[config.mk]
export PLATFORM = sky130hd
export DESIGN_NAME = dma_bus_arbiter
export DESIGN_NICKNAME = d
export VERILOG_FILES = /design/src/rtl/dma_bus_arbiter.sv
export SDC_FILE = /design/constraint.sdc
export NUM_CORES = 1
export LEC_CHECK = 0
export ABC_AREA = 1
export BUFFER_PORTS_ARGS = -buffer_cell sky130_fd_sc_hd__buf_2
export CAP_MARGIN = 20
export CORE_AREA = 2 2 123 125
export DETAILED_ROUTE_END_ITERATION = 16
export DIE_AREA = 0 0 125 127
export HOLD_SLACK_MARGIN = 0.05
export PLACE_DENSITY_LB_ADDON = 0.25
export SLEW_MARGIN = 15
export SYNTH_ARGS = -nofsm -noshare
export SYNTH_HDL_FRONTEND = slang
export SYNTH_SLANG_ARGS = --single-unit
[constraint.sdc]
create_clock -name i_clk -period 16.2 [get_ports i_clk]
set_clock_uncertainty 0.05 [all_clocks]
set_input_delay 4.05 -clock i_clk [delete_from_list [all_inputs] [get_ports i_clk]]
set_output_delay 4.05 -clock i_clk [all_outputs]
set_load 0.02 [all_outputs]
[src/rtl/dma_bus_arbiter.sv]
// OAM-style DMA engine sharing one memory port with the CPU.
// A write to the DMA register starts a DELAY then a 4-phase-per-byte copy into OAM.
module dma_bus_arbiter #(
  parameter logic [15:0] DMA_REG_ADDR = 16'hFF46,
  parameter logic [15:0] OAM_BASE     = 16'hFE00,
  parameter int          DMA_LEN      = 160,
  parameter logic [15:0] HRAM_LO      = 16'hFF80,
  parameter logic [15:0] HRAM_HI      = 16'hFFFE
) (
  input  logic        i_clk,
  input  logic        i_rst,
  input  logic [15:0] i_cpu_rd_addr,
  input  logic        i_cpu_wr_en,
  input  logic [15:0] i_cpu_wr_addr,
  input  logic [7:0]  i_cpu_wr_data,
  output logic [7:0]  o_cpu_rd_data,
  output logic [15:0] o_mem_rd_addr,
  input  logic [7:0]  i_mem_rd_data,
  output logic        o_mem_wr_en,
  output logic [15:0] o_mem_wr_addr,
  output logic [7:0]  o_mem_wr_data,
  output logic        o_dma_active
);

  typedef enum logic [1:0] {IDLE, DELAY, XFER} state_t;

  localparam logic [7:0] LAST_IDX = 8'(DMA_LEN - 1);

  state_t      state_reg, state_next;
  logic [1:0]  phase_reg, phase_next;
  logic [7:0]  idx_reg, idx_next;
  logic [7:0]  dma_reg;
  logic [7:0]  byte_buf_reg;
  logic [7:0]  held_data_reg;
  logic        pend_valid_reg;
  logic [15:0] pend_addr_reg;
  logic [7:0]  pend_data_reg;
  logic        rd_owner_dma_reg;
  logic        rd_active_reg;
  logic [15:0] rd_addr_reg;

  logic trigger, dma_active, dma_rd_slot, oam_slot;
  logic wr_in_hram, rd_in_hram, cpu_wr_ok, pend_capture, pend_issue;

  assign trigger      = i_cpu_wr_en && (i_cpu_wr_addr == DMA_REG_ADDR);
  assign dma_active   = (state_reg != IDLE);
  assign dma_rd_slot  = (state_reg == XFER) && (phase_reg == 2'd0);
  assign oam_slot     = (state_reg == XFER) && (phase_reg == 2'd2);
  assign wr_in_hram   = (i_cpu_wr_addr >= HRAM_LO) && (i_cpu_wr_addr <= HRAM_HI);
  assign rd_in_hram   = (rd_addr_reg >= HRAM_LO) && (rd_addr_reg <= HRAM_HI);
  assign cpu_wr_ok    = i_cpu_wr_en && !trigger && (!dma_active || wr_in_hram);
  // A CPU write colliding with the OAM slot, or queued behind a held write, waits a cycle.
  assign pend_capture = cpu_wr_ok && (oam_slot || pend_valid_reg);
  assign pend_issue   = pend_valid_reg && !oam_slot;
  assign o_dma_active = dma_active;

  always_ff @(posedge i_clk or posedge i_rst) begin
    if (i_rst) begin
      state_reg        <= IDLE;
      phase_reg        <= 2'd0;
      idx_reg          <= 8'd0;
      dma_reg          <= 8'hFF;
      byte_buf_reg     <= 8'h00;
      held_data_reg    <= 8'hFF;
      pend_valid_reg   <= 1'b0;
      pend_addr_reg    <= 16'h0000;
      pend_data_reg    <= 8'h00;
      rd_owner_dma_reg <= 1'b0;
      rd_active_reg    <= 1'b0;
      rd_addr_reg      <= 16'h0000;
    end else begin
      state_reg        <= state_next;
      phase_reg        <= phase_next;
      idx_reg          <= idx_next;
      rd_owner_dma_reg <= dma_rd_slot;
      rd_active_reg    <= dma_active;
      rd_addr_reg      <= i_cpu_rd_addr;
      if (trigger)
        dma_reg <= i_cpu_wr_data;
      if ((state_reg == XFER) && (phase_reg == 2'd1))
        byte_buf_reg <= i_mem_rd_data;
      if (!rd_owner_dma_reg)
        held_data_reg <= i_mem_rd_data;
      if (pend_capture) begin
        pend_valid_reg <= 1'b1;
        pend_addr_reg  <= i_cpu_wr_addr;
        pend_data_reg  <= i_cpu_wr_data;
      end else if (pend_issue) begin
        pend_valid_reg <= 1'b0;
      end
    end
  end

  always_comb begin
    state_next = state_reg;
    phase_next = phase_reg;
    idx_next   = idx_reg;
    case (state_reg)
      DELAY: begin
        phase_next = phase_reg + 2'd1;
        if (phase_reg == 2'd3)
          state_next = XFER;
      end
      XFER: begin
        phase_next = phase_reg + 2'd1;
        if (phase_reg == 2'd3) begin
          if (idx_reg == LAST_IDX)
            state_next = IDLE;
          else
            idx_next = idx_reg + 8'd1;
        end
      end
      default: ;
    endcase
    if (trigger) begin
      state_next = DELAY;
      phase_next = 2'd0;
      idx_next   = 8'd0;
    end
  end

  always_comb begin
    o_mem_rd_addr = 16'h0000;
    o_mem_wr_en   = 1'b0;
    o_mem_wr_addr = 16'h0000;
    o_mem_wr_data = 8'h00;
    o_cpu_rd_data = 8'hFF;
    if (!i_rst) begin
      o_mem_rd_addr = dma_rd_slot ? {dma_reg, idx_reg} : i_cpu_rd_addr;
      if (oam_slot && !trigger) begin
        o_mem_wr_en   = 1'b1;
        o_mem_wr_addr = OAM_BASE + {8'h00, idx_reg};
        o_mem_wr_data = byte_buf_reg;
      end else if (pend_issue) begin
        o_mem_wr_en   = 1'b1;
        o_mem_wr_addr = pend_addr_reg;
        o_mem_wr_data = pend_data_reg;
      end else if (cpu_wr_ok && !pend_capture) begin
        o_mem_wr_en   = 1'b1;
        o_mem_wr_addr = i_cpu_wr_addr;
        o_mem_wr_data = i_cpu_wr_data;
      end
      // Read data follows the owner/address seen on the previous clock.
      if (rd_addr_reg == DMA_REG_ADDR)
        o_cpu_rd_data = dma_reg;
      else if (rd_owner_dma_reg)
        o_cpu_rd_data = held_data_reg;
      else if (rd_active_reg && !rd_in_hram)
        o_cpu_rd_data = 8'hFF;
      else
        o_cpu_rd_data = i_mem_rd_data;
    end
  end

endmodule

==> results.yml, run 1 <==
route:
  vias: 4273
  viasPerCell: 4.867
  drc: 0
  first_pass_iters: 5
  final_antenna_net_count: 0
  wl_um: 12900
  drt_iter0_drc: 277
  wl_per_cell_um: 14.69
sta:
  slew_viol_final: 0
  fmax_mhz: 95.04
  worst_slack_ns: 5.679
  max_slew_margin_pct: 35.87
  finalCritPeriodShare_pct: 64.95
  tightest_slew_ns: 0.9619
  setup_viol: 0
  post-route-min-period_ns: 10.52
  tns_ns: 0
  whs_ns: 0.4417
  rsz0062_at_grt: "no"
  finalHoldViolCount: 0
worst_setup_path:
  worstPathCellList: "buf_2, inv_1, nand2_1, nor2_1, nand2_1, nor2_2, nand2_1, nand2_1, inv_2, nor2_1, a21oi_1, buf_2"
  max_stage_delay_ns: 0.48
  start_kind: "input port"
  cp_slowest_cell: "inv_2"
  worst-setup-path-type: "input port to output port"
  cp_data_required_time_ns: 12.10
  crit_path_end_kind: "output port"
  cp_max_fo: 24
  critPathLaunch: "i_cpu_wr_addr[3]"
  rr_startpoint: "state_reg[1]"
  crit_path_frequent_cell: "nand2_1"
  critPathArrivalTime_ns: 6.42
  path_buf_inv: 4
  cp_top_family: "simple AND/OR/NAND/NOR gates"
logic_synthesis:
  syn_avg_cell_area_um2: 7.283
  synth.largest_area_cell: "dfrtp_1"
  synth_nets: 662
  synth_warnings: 0
  synth_area_leaders: "dfrtp_1 (36%), nand2_1 (13%), dfstp_2 (9.6%), nor2_1 (7.4%), o21ai_0 (6.3%)"
  synth_top_area_share_pct: 35.90
  synth-seq-area-share_pct: 45.47
  ys_types: 27
  synth_cells: 603
  ys_ff_latch: 79
  syn_area_mm2: 0.004392
global_routing:
  overflow: 0
  grt_max_degree: 96
  use_met3_pct: 4.271
  grt_usage_pct: 16.59
  busiest_layer: "met2"
  antenna_found_initial: 0
  use_met2_pct: 25.80
  first_global_vias: 4093
  grtUsageMet1_pct: 22.71
  grt_first_pass_wirelength_um: 21120
die:
  initial_utilization_pct: 30.45
  num_rows: 44
  core_area_mm2: 0.01442
  dieArea_mm2: 0.01588
  io-pin-count: 101
  die_w_um: 125
  die_h_um: 127
place:
  gp_congestion: 0.8487
  place_area_mm2: 0.005000
  place_ws_ns: 5.755
  dp.cells: 861
  dp_hpwl_um: 9577
  port_buffers: 100
power:
  pwr-share-seq_pct: 46.8
  power.density_mw_per_mm2: 83.47
  power_mw: 0.4433
  p_sw_share_pct: 23.39
  peakVddDrop_v: 0.00005080
  p_switching_mw: 0.1037
  clkPwrFrac_pct: 45.2
  power_leakage_nw: 2.646
  combPwrFrac_pct: 8.1
  intPower_mw: 0.3396
clock_network:
  clk_pin_slew_worst_paths_ns: 0.06
  tritoncts: "built"
  insertion_delay_ns: 0.34
  htree_levels: 3
  clock_sinks: 79
  cts_hold_buf: 0
  cts_inserted_buffers: 9
  cts_root_buffer: "clkbuf_16"
  cts-resized-gates: 0
  clk_path_buf_depth: 2
  cts_setup_buffers: 0
layout:
  final_core_util_pct: 36.82
  mostFrequentLayoutCell: "nand2_1"
  syn2layout_area_growth_pct: 20.94
  num_antenna_cells: 0
  multi_input_area_mm2: 0.001982
  fin_nets: 748
  stdcell_count: 878
  fillers: 1572
  mostFrequentLayoutCells: "nand2_1 (149), buf_2 (100), nor2_1 (86)"
  fin_area_mm2: 0.005311
  drive_gt1_share_pct: 21.04
  final-seq-area_mm2: 0.001997
run_status:
  status: "complete, no violations"
job:
  drv_cap: 0
worst_hold_path:
  hold_path_class: "register to register"
  min_from: "dma_reg[2]"
-- Yosys cell counts (all sizes together) --
cell type	count
nand3	19
o21ai	79
inv	73
or2	2
a21oi	32
clkinv	1
dfstp	16
nand2	150
dfrtp	63
ha	8
buf	11
nor3	3
nor2	90
nand4	27
a21o	1
clkbuf	17
nor4	2
nand3b	4
xor2	4
o211ai	1
-- worst register-to-register path, delay by kind of cell (launching register included) --
kind                     cells  cell delay (ns)
buffers and inverters        3             0.65
AND/OR/NAND/NOR              3             0.72
adder cells (fa/ha/maj)      1             0.14
AO/OA/AOI/OAI                2             0.41
flip-flops                   1             0.41
-- power groups by stage --
stage	combinational (mW)	clock [mW]	sequential, mW
detailed placement	0.0358	0	0.211
floorplan	0.0196	0	0.210
global route	0.0408	0.213	0.208
CTS	0.0359	0.206	0.207
finish	0.0357	0.200	0.207
global placement	0.0353	0	0.211
-- worst paths after layout --
check	endpoint	slack (ns)	cells after the start
max	o_mem_wr_data[6]	5.68	12
max reg2reg	pend_addr_reg[11]	13.75	9
max in group asynchronous	byte_buf_reg[4]	11.12	3
min in group asynchronous	pend_addr_reg[7]	3.71	2
min	dma_reg[2]	0.44	2
min reg2reg	dma_reg[2]	0.44	2
-- routing by layer --
| layer | vias to the layer above | share of wire (%) |
|---|---|---|
| met3 | 19 | 5.4 |
| met2 | 131 | 46 |
| met5 | - | 0 |
| met1 | 2019 | 47 |
| li1 | 2104 | - |
| met4 | 0 | 1.9 |
-- logic make-up after synthesis --
logic type               Yosys count  synth area share (%)
AO/OA/AOI/OAI                    113                 13.25
XOR/XNOR                           4                0.7976
adder cells (fa/ha/maj)            8                 2.279
buffers and inverters            102                 9.516
flip-flops                        79                 45.47
AND/OR/NAND/NOR                  297                 28.69
-- final cells by class --
cell class	instances	share of cell area [%]
flip-flops and latches	79	37.60
multi-input cells	422	37.31
repair buffers	103	9.988
inverters	74	5.277
clock buffers	12	4.641
well taps	184	4.335
clock inverters	4	0.8481
No activity file was read; power rests on OpenSTA's default activity.
==> run 2, diff against run 1 <==
- clock period: 16.2 -> 9.4 ns (I/O delays scaled with it)
==> results.yml, run 2 (synthesis results as in run 1) <==
place:
  port_buffers: 100
  gp_congestion: 0.8292
  dp_hpwl_um: 9619
  place_ws_ns: 2.347
worst_setup_path:
  crit_path_frequent_cell: "nand2_1"
  crit_path_end_kind: "output port"
  cp_data_required_time_ns: 7.00
  worst-setup-path-type: "input port to output port"
  worstPathCellList: "buf_2, nand2_1, nor2_1, nand2_1, nor2_2, nand2_1, nand2_1, inv_2, nor2_1, a21oi_1, buf_2"
  cp_top_family: "simple AND/OR/NAND/NOR gates"
  max_stage_delay_ns: 0.48
  critPathArrivalTime_ns: 4.66
  cp_slowest_cell: "inv_2"
  cp_max_fo: 24
  path_buf_inv: 3
  start_kind: "input port"
global_routing:
  antenna_found_initial: 0
  grt_max_degree: 102
  grt_first_pass_wirelength_um: 21130
  first_global_vias: 4009
  grt_usage_pct: 16.66
  overflow: 0
power:
  p_switching_mw: 0.1855
  power_mw: 0.7643
  intPower_mw: 0.5788
  p_sw_share_pct: 24.27
  combPwrFrac_pct: 8.3
  peakVddDrop_v: 0.00007351
  power_leakage_nw: 2.655
  power.density_mw_per_mm2: 143.4
  clkPwrFrac_pct: 44.9
  pwr-share-seq_pct: 46.8
layout:
  mostFrequentLayoutCells: "nand2_1 (149), buf_2 (100), nor2_1 (86)"
  drive_gt1_share_pct: 21.15
  mostFrequentLayoutCell: "nand2_1"
  syn2layout_area_growth_pct: 21.37
  fin_nets: 749
  num_antenna_cells: 0
sta:
  fmax_mhz: 141.7
  post-route-min-period_ns: 7.058
  max_slew_margin_pct: 46.71
  setup_viol: 0
  tns_ns: 0
  worst_slack_ns: 2.342
  tightest_slew_ns: 0.7984
  finalHoldViolCount: 0
  whs_ns: 0.4371
  slew_viol_final: 0
  finalCritPeriodShare_pct: 75.08
  rsz0062_at_grt: "no"
route:
  dr_wl_met3_um: 736
  top_layer: "met4"
  drt_iter0_drc: 285
  wl_per_cell_um: 14.86
  routedLengthMet1_um: 6197
  drc: 0
  wl_um: 13060
  final_antenna_net_count: 0
  vias: 4242
  viasPerCell: 4.826
  met2_length_um: 5936
  first_pass_iters: 5
job:
  drv_cap: 0
die:
  io-pin-count: 101
  core_area_mm2: 0.01442
  die_h_um: 127
  initial_utilization_pct: 30.45
  die_w_um: 125
  num_rows: 44
  dieArea_mm2: 0.01588
clock_network:
  clk_path_buf_depth: 2
  insertion_delay_ns: 0.34
  cts_hold_buf: 0
  clock_sinks: 79
  tritoncts: "built"
  cts_root_buffer: "clkbuf_16"
  htree_levels: 3
  cts-resized-gates: 0
  cts_setup_buffers: 0
  cts_inserted_buffers: 9
  clk_pin_slew_worst_paths_ns: 0.06
worst_hold_path:
  hold_path_class: "register to register"
run_status:
  status: "complete, no violations"
-- run 2: worst paths after layout --
| kind | start | to | slack, ns | cells after the start |
|---|---|---|---|---|
| max in group asynchronous | i_rst | held_data_reg[5] | 6.68 | 3 |
| worst max-delay path | i_cpu_wr_addr[2] | o_mem_wr_data[6] | 2.34 | 11 |
| min in group asynchronous | i_rst | pend_addr_reg[13] | 1.98 | 2 |
| worst min-delay path | dma_reg[7] | dma_reg[7] | 0.44 | 2 |
| worst max register to register | state_reg[0] | pend_addr_reg[10] | 7.12 | 9 |
| worst min register to register | dma_reg[7] | dma_reg[7] | 0.44 | 2 |
-- run 2: area by class of cell --
class                      count  area (um^2)
clock inverter                 5        50.05
inverter                      74        280.3
tap                          184        230.2
timing repair buffer         104        558.0
sequential                    79         1997
clock buffer                  11        232.7
multi-input combinational    422         1982
fill                        1578         9094
-- run 2: power groups by stage --
| stage | Clock [mW] | Sequential (mW) | Combinational [mW] |
|---|---|---|---|
| after floorplan | 0 | 0.362 | 0.0337 |
| after global placement | 0 | 0.363 | 0.0613 |
| after detailed placement | 0 | 0.363 | 0.0623 |
| after CTS | 0.353 | 0.357 | 0.0627 |
| after global routing | 0.365 | 0.358 | 0.0724 |
| final | 0.343 | 0.357 | 0.0638 |
-- run 2: metrics by stage --
stage	instances	util (%)	instance area, um^2
after floorplan	603	-	4392
after global placement	861	34.66	5000
after detailed placement	861	34.66	5000
after CTS	877	36.62	5283
after global routing	879	36.95	5330
final	879	36.95	5330
-- run 2: per-layer routing --
layer,track usage [%],vias up
met4,4.314,0
met2,25.83,120
li1,-,2100
met1,23.08,2010
met3,4.648,12
met5,0,-
-- run 2: worst reg2reg max path, delay by kind of cell, from the launching register on --
kind	cells	cell delay [ns]
adder cells (fa/ha/maj)	1	0.27
AO/OA/AOI/OAI	1	0.07
flip-flops	1	0.37
buffers and inverters	3	0.46
AND/OR/NAND/NOR	4	0.93
==> run 3, diff against run 2 <==
- ABC_AREA: 1 -> 0
- CORE_AREA: 2 2 123 125 -> 2 2 120 122
- DIE_AREA: 0 0 125 127 -> 0 0 122 124
- clock period: 9.4 -> 6.3 ns (I/O delays scaled with it)
==> results.yml, run 3 <==
die:
  dieArea_mm2: 0.01513
  core_area_mm2: 0.01372
  io-pin-count: 101
  die_h_um: 124
  num_rows: 43
  initial_utilization_pct: 30.60
  die_w_um: 122
logic_synthesis:
  synth_nets: 460
  ys_types: 46
  async_flop_share_pct: 100.0
  synth_common_cells: "nand2_1 (72), dfrtp_1 (63), mux2_2 (30)"
  synth-seq-area-share_pct: 47.57
  synth_warnings: 0
  ys.flop_type: "dfrtp_1"
  yosysMostFrequentCell: "nand2_1"
  synth-edff-count: 0
  ys_ff_latch: 79
  synth_top_area_share_pct: 37.56
  synth_cells: 401
  synth_area_leaders: "dfrtp_1 (38%), dfstp_2 (10%), mux2_2 (8.0%), nand2_1 (6.4%), mux2_1 (5.1%)"
  syn_avg_cell_area_um2: 10.47
  synth.largest_area_cell: "dfrtp_1"
  syn_area_mm2: 0.004198
global_routing:
  grt_max_degree: 49
  antenna_found_initial: 0
  grt_first_pass_wirelength_um: 18930
  first_global_vias: 3504
  grt_usage_pct: 16.29
  overflow: 0
layout:
  fin_nets: 551
  num_antenna_cells: 0
  mostFrequentLayoutCell: "buf_2"
  multi_input_area_mm2: 0.002023
  drive_gt1_share_pct: 38.63
  mostFrequentLayoutCells: "buf_2 (100), nand2_1 (72), dfrtp_1 (63)"
  final-seq-area_mm2: 0.001997
  stdcell_count: 677
  fillers: 1389
  syn2layout_area_growth_pct: 22.21
power:
  intPower_mw: 1.010
  p_sw_share_pct: 36.17
  p_switching_mw: 0.5726
  combPwrFrac_pct: 28.1
  clkPwrFrac_pct: 31.3
  peakVddDrop_v: 0.0001185
  power_leakage_nw: 2.289
  pwr-share-seq_pct: 40.6
  power.density_mw_per_mm2: 308.6
worst_hold_path:
  min_path_cells: 1
  min_from: "pend_data_reg[5]"
  hold_end: "pend_data_reg[5]"
  hold_path_class: "register to register"
clock_network:
  clock_sinks: 79
  clk_pin_slew_worst_paths_ns: 0.06
  htree_levels: 3
  cts_setup_buffers: 0
  insertion_delay_ns: 0.34
  cts_inserted_buffers: 9
  cts_hold_buf: 0
  cts_root_buffer: "clkbuf_16"
  tritoncts: "built"
  cts-resized-gates: 0
  clk_path_buf_depth: 2
place:
  dp_hpwl_um: 8469
  port_buffers: 100
  gp_congestion: 0.8395
  dp.cells: 661
sta:
  rsz0062_at_grt: "no"
  tns_ns: 0
  post-route-min-period_ns: 5.241
  finalHoldViolCount: 0
  setup_viol: 0
  fmax_mhz: 190.8
  slew_viol_final: 0
  max_slew_margin_pct: 31.78
  finalCritPeriodShare_pct: 83.19
  tightest_slew_ns: 1.023
worst_setup_path:
  rr_startpoint: "state_reg[1]"
  r2r_slack_ns: 3.59
  cp_max_fo: 31
  cp_data_required_time_ns: 4.68
  start_kind: "input port"
  crit_path_end_kind: "output port"
  r2r_cells: 6
  critPathArrivalTime_ns: 3.62
  worstReg2RegEnd: "pend_addr_reg[0]"
  worst-setup-path-type: "input port to output port"
route:
  vias: 3449
  wl_per_cell_um: 17.15
  final_antenna_net_count: 0
  first_pass_iters: 4
  wl_um: 11610
  viasPerCell: 5.095
  drc: 0
  drt_iter0_drc: 196
job:
  drv_cap: 0
run_status:
  status: "complete, no violations"
-- run 3: cell count changes after synthesis, sizes merged, moves of 15 or more --
cell / before / now
o21ai: 79 / 3
nand2: 150 / 72
mux2: 0 / 49
nor2: 90 / 29
a311oi: 0 / 15
inv: 73 / 9
-- run 3: area by class of cell --
cell class / instances / area share, %
timing repair buffer: 107 / 11.02
multi-input combinational: 285 / 39.44
clock inverter: 7 / 1.098
sequential: 79 / 38.93
clock buffer: 9 / 4.390
tap: 180 / 4.390
inverter: 10 / 0.7317
-- run 3: per-layer routing --
layer | wire length (um) | track usage [%] | share of wire, % | vias up
li1 | - | - | - | 1633
met1 | 5607 | 22.40 | 48 | 1716
met2 | 5228 | 25.03 | 45 | 91
met3 | 664 | 4.670 | 5.7 | 9
met4 | 112 | 4.670 | 0.96 | 0
met5 | 0 | 0 | 0 | -
-- run 3: kinds of logic after synthesis --
logic type | synth area share, %
and+or+nand+nor | 16.93
DFF | 47.57
AOI/OAI and AO/OA | 13.71
muxes | 13.71
buffers and inverters | 4.232
adders and majority gates | 2.385
xor gates and xnor gates | 1.461
-- run 3: through the flow --
stage	total power, mW	instance area [um^2]	utilization (%)	hold slack [ns]	setup WS (ns)
after global placement	1.091	4848	35.34	0.4244	1.077
after global routing	1.677	5130	37.39	0.4629	0.9428
after floorplan	0.9433	4198	-	0.4141	0.2637
after CTS	1.600	5130	37.39	0.4475	1.077
final	1.583	5130	37.39	0.4450	1.059
after detailed placement	1.098	4848	35.34	0.4316	1.088
-- run 3: critical path: stages --
cell,delay (ns)
buf_2,0.13
or3_4,0.40
nor4_4,0.20
a31o_2,0.40
buf_12,0.24
nor2_1,0.08
a311oi_1,0.34
buf_2,0.24
-- run 3: worst max-delay path by stage --
stage | from | to | slack [ns] | cells past startpoint
after floorplan | i_rst | o_cpu_rd_data[0] | 0.26 | 4
after global placement | i_cpu_wr_addr[0] | o_mem_wr_data[7] | 1.08 | 8
after detailed placement | i_cpu_wr_addr[0] | o_mem_wr_data[7] | 1.09 | 8
after CTS | i_cpu_wr_addr[0] | o_mem_wr_data[7] | 1.08 | 8
after global routing | i_cpu_wr_addr[10] | o_mem_wr_data[7] | 0.94 | 7
final | i_cpu_wr_addr[0] | o_mem_wr_data[7] | 1.06 | 8
-- run 3: power groups by stage --
stage / Sequential, mW / Combinational [mW] / Clock (mW)
finish: 0.643 / 0.445 / 0.495
global route: 0.655 / 0.492 / 0.531
CTS: 0.643 / 0.449 / 0.508
detailed placement: 0.651 / 0.446 / 0
global placement: 0.649 / 0.442 / 0
floorplan: 0.622 / 0.321 / 0
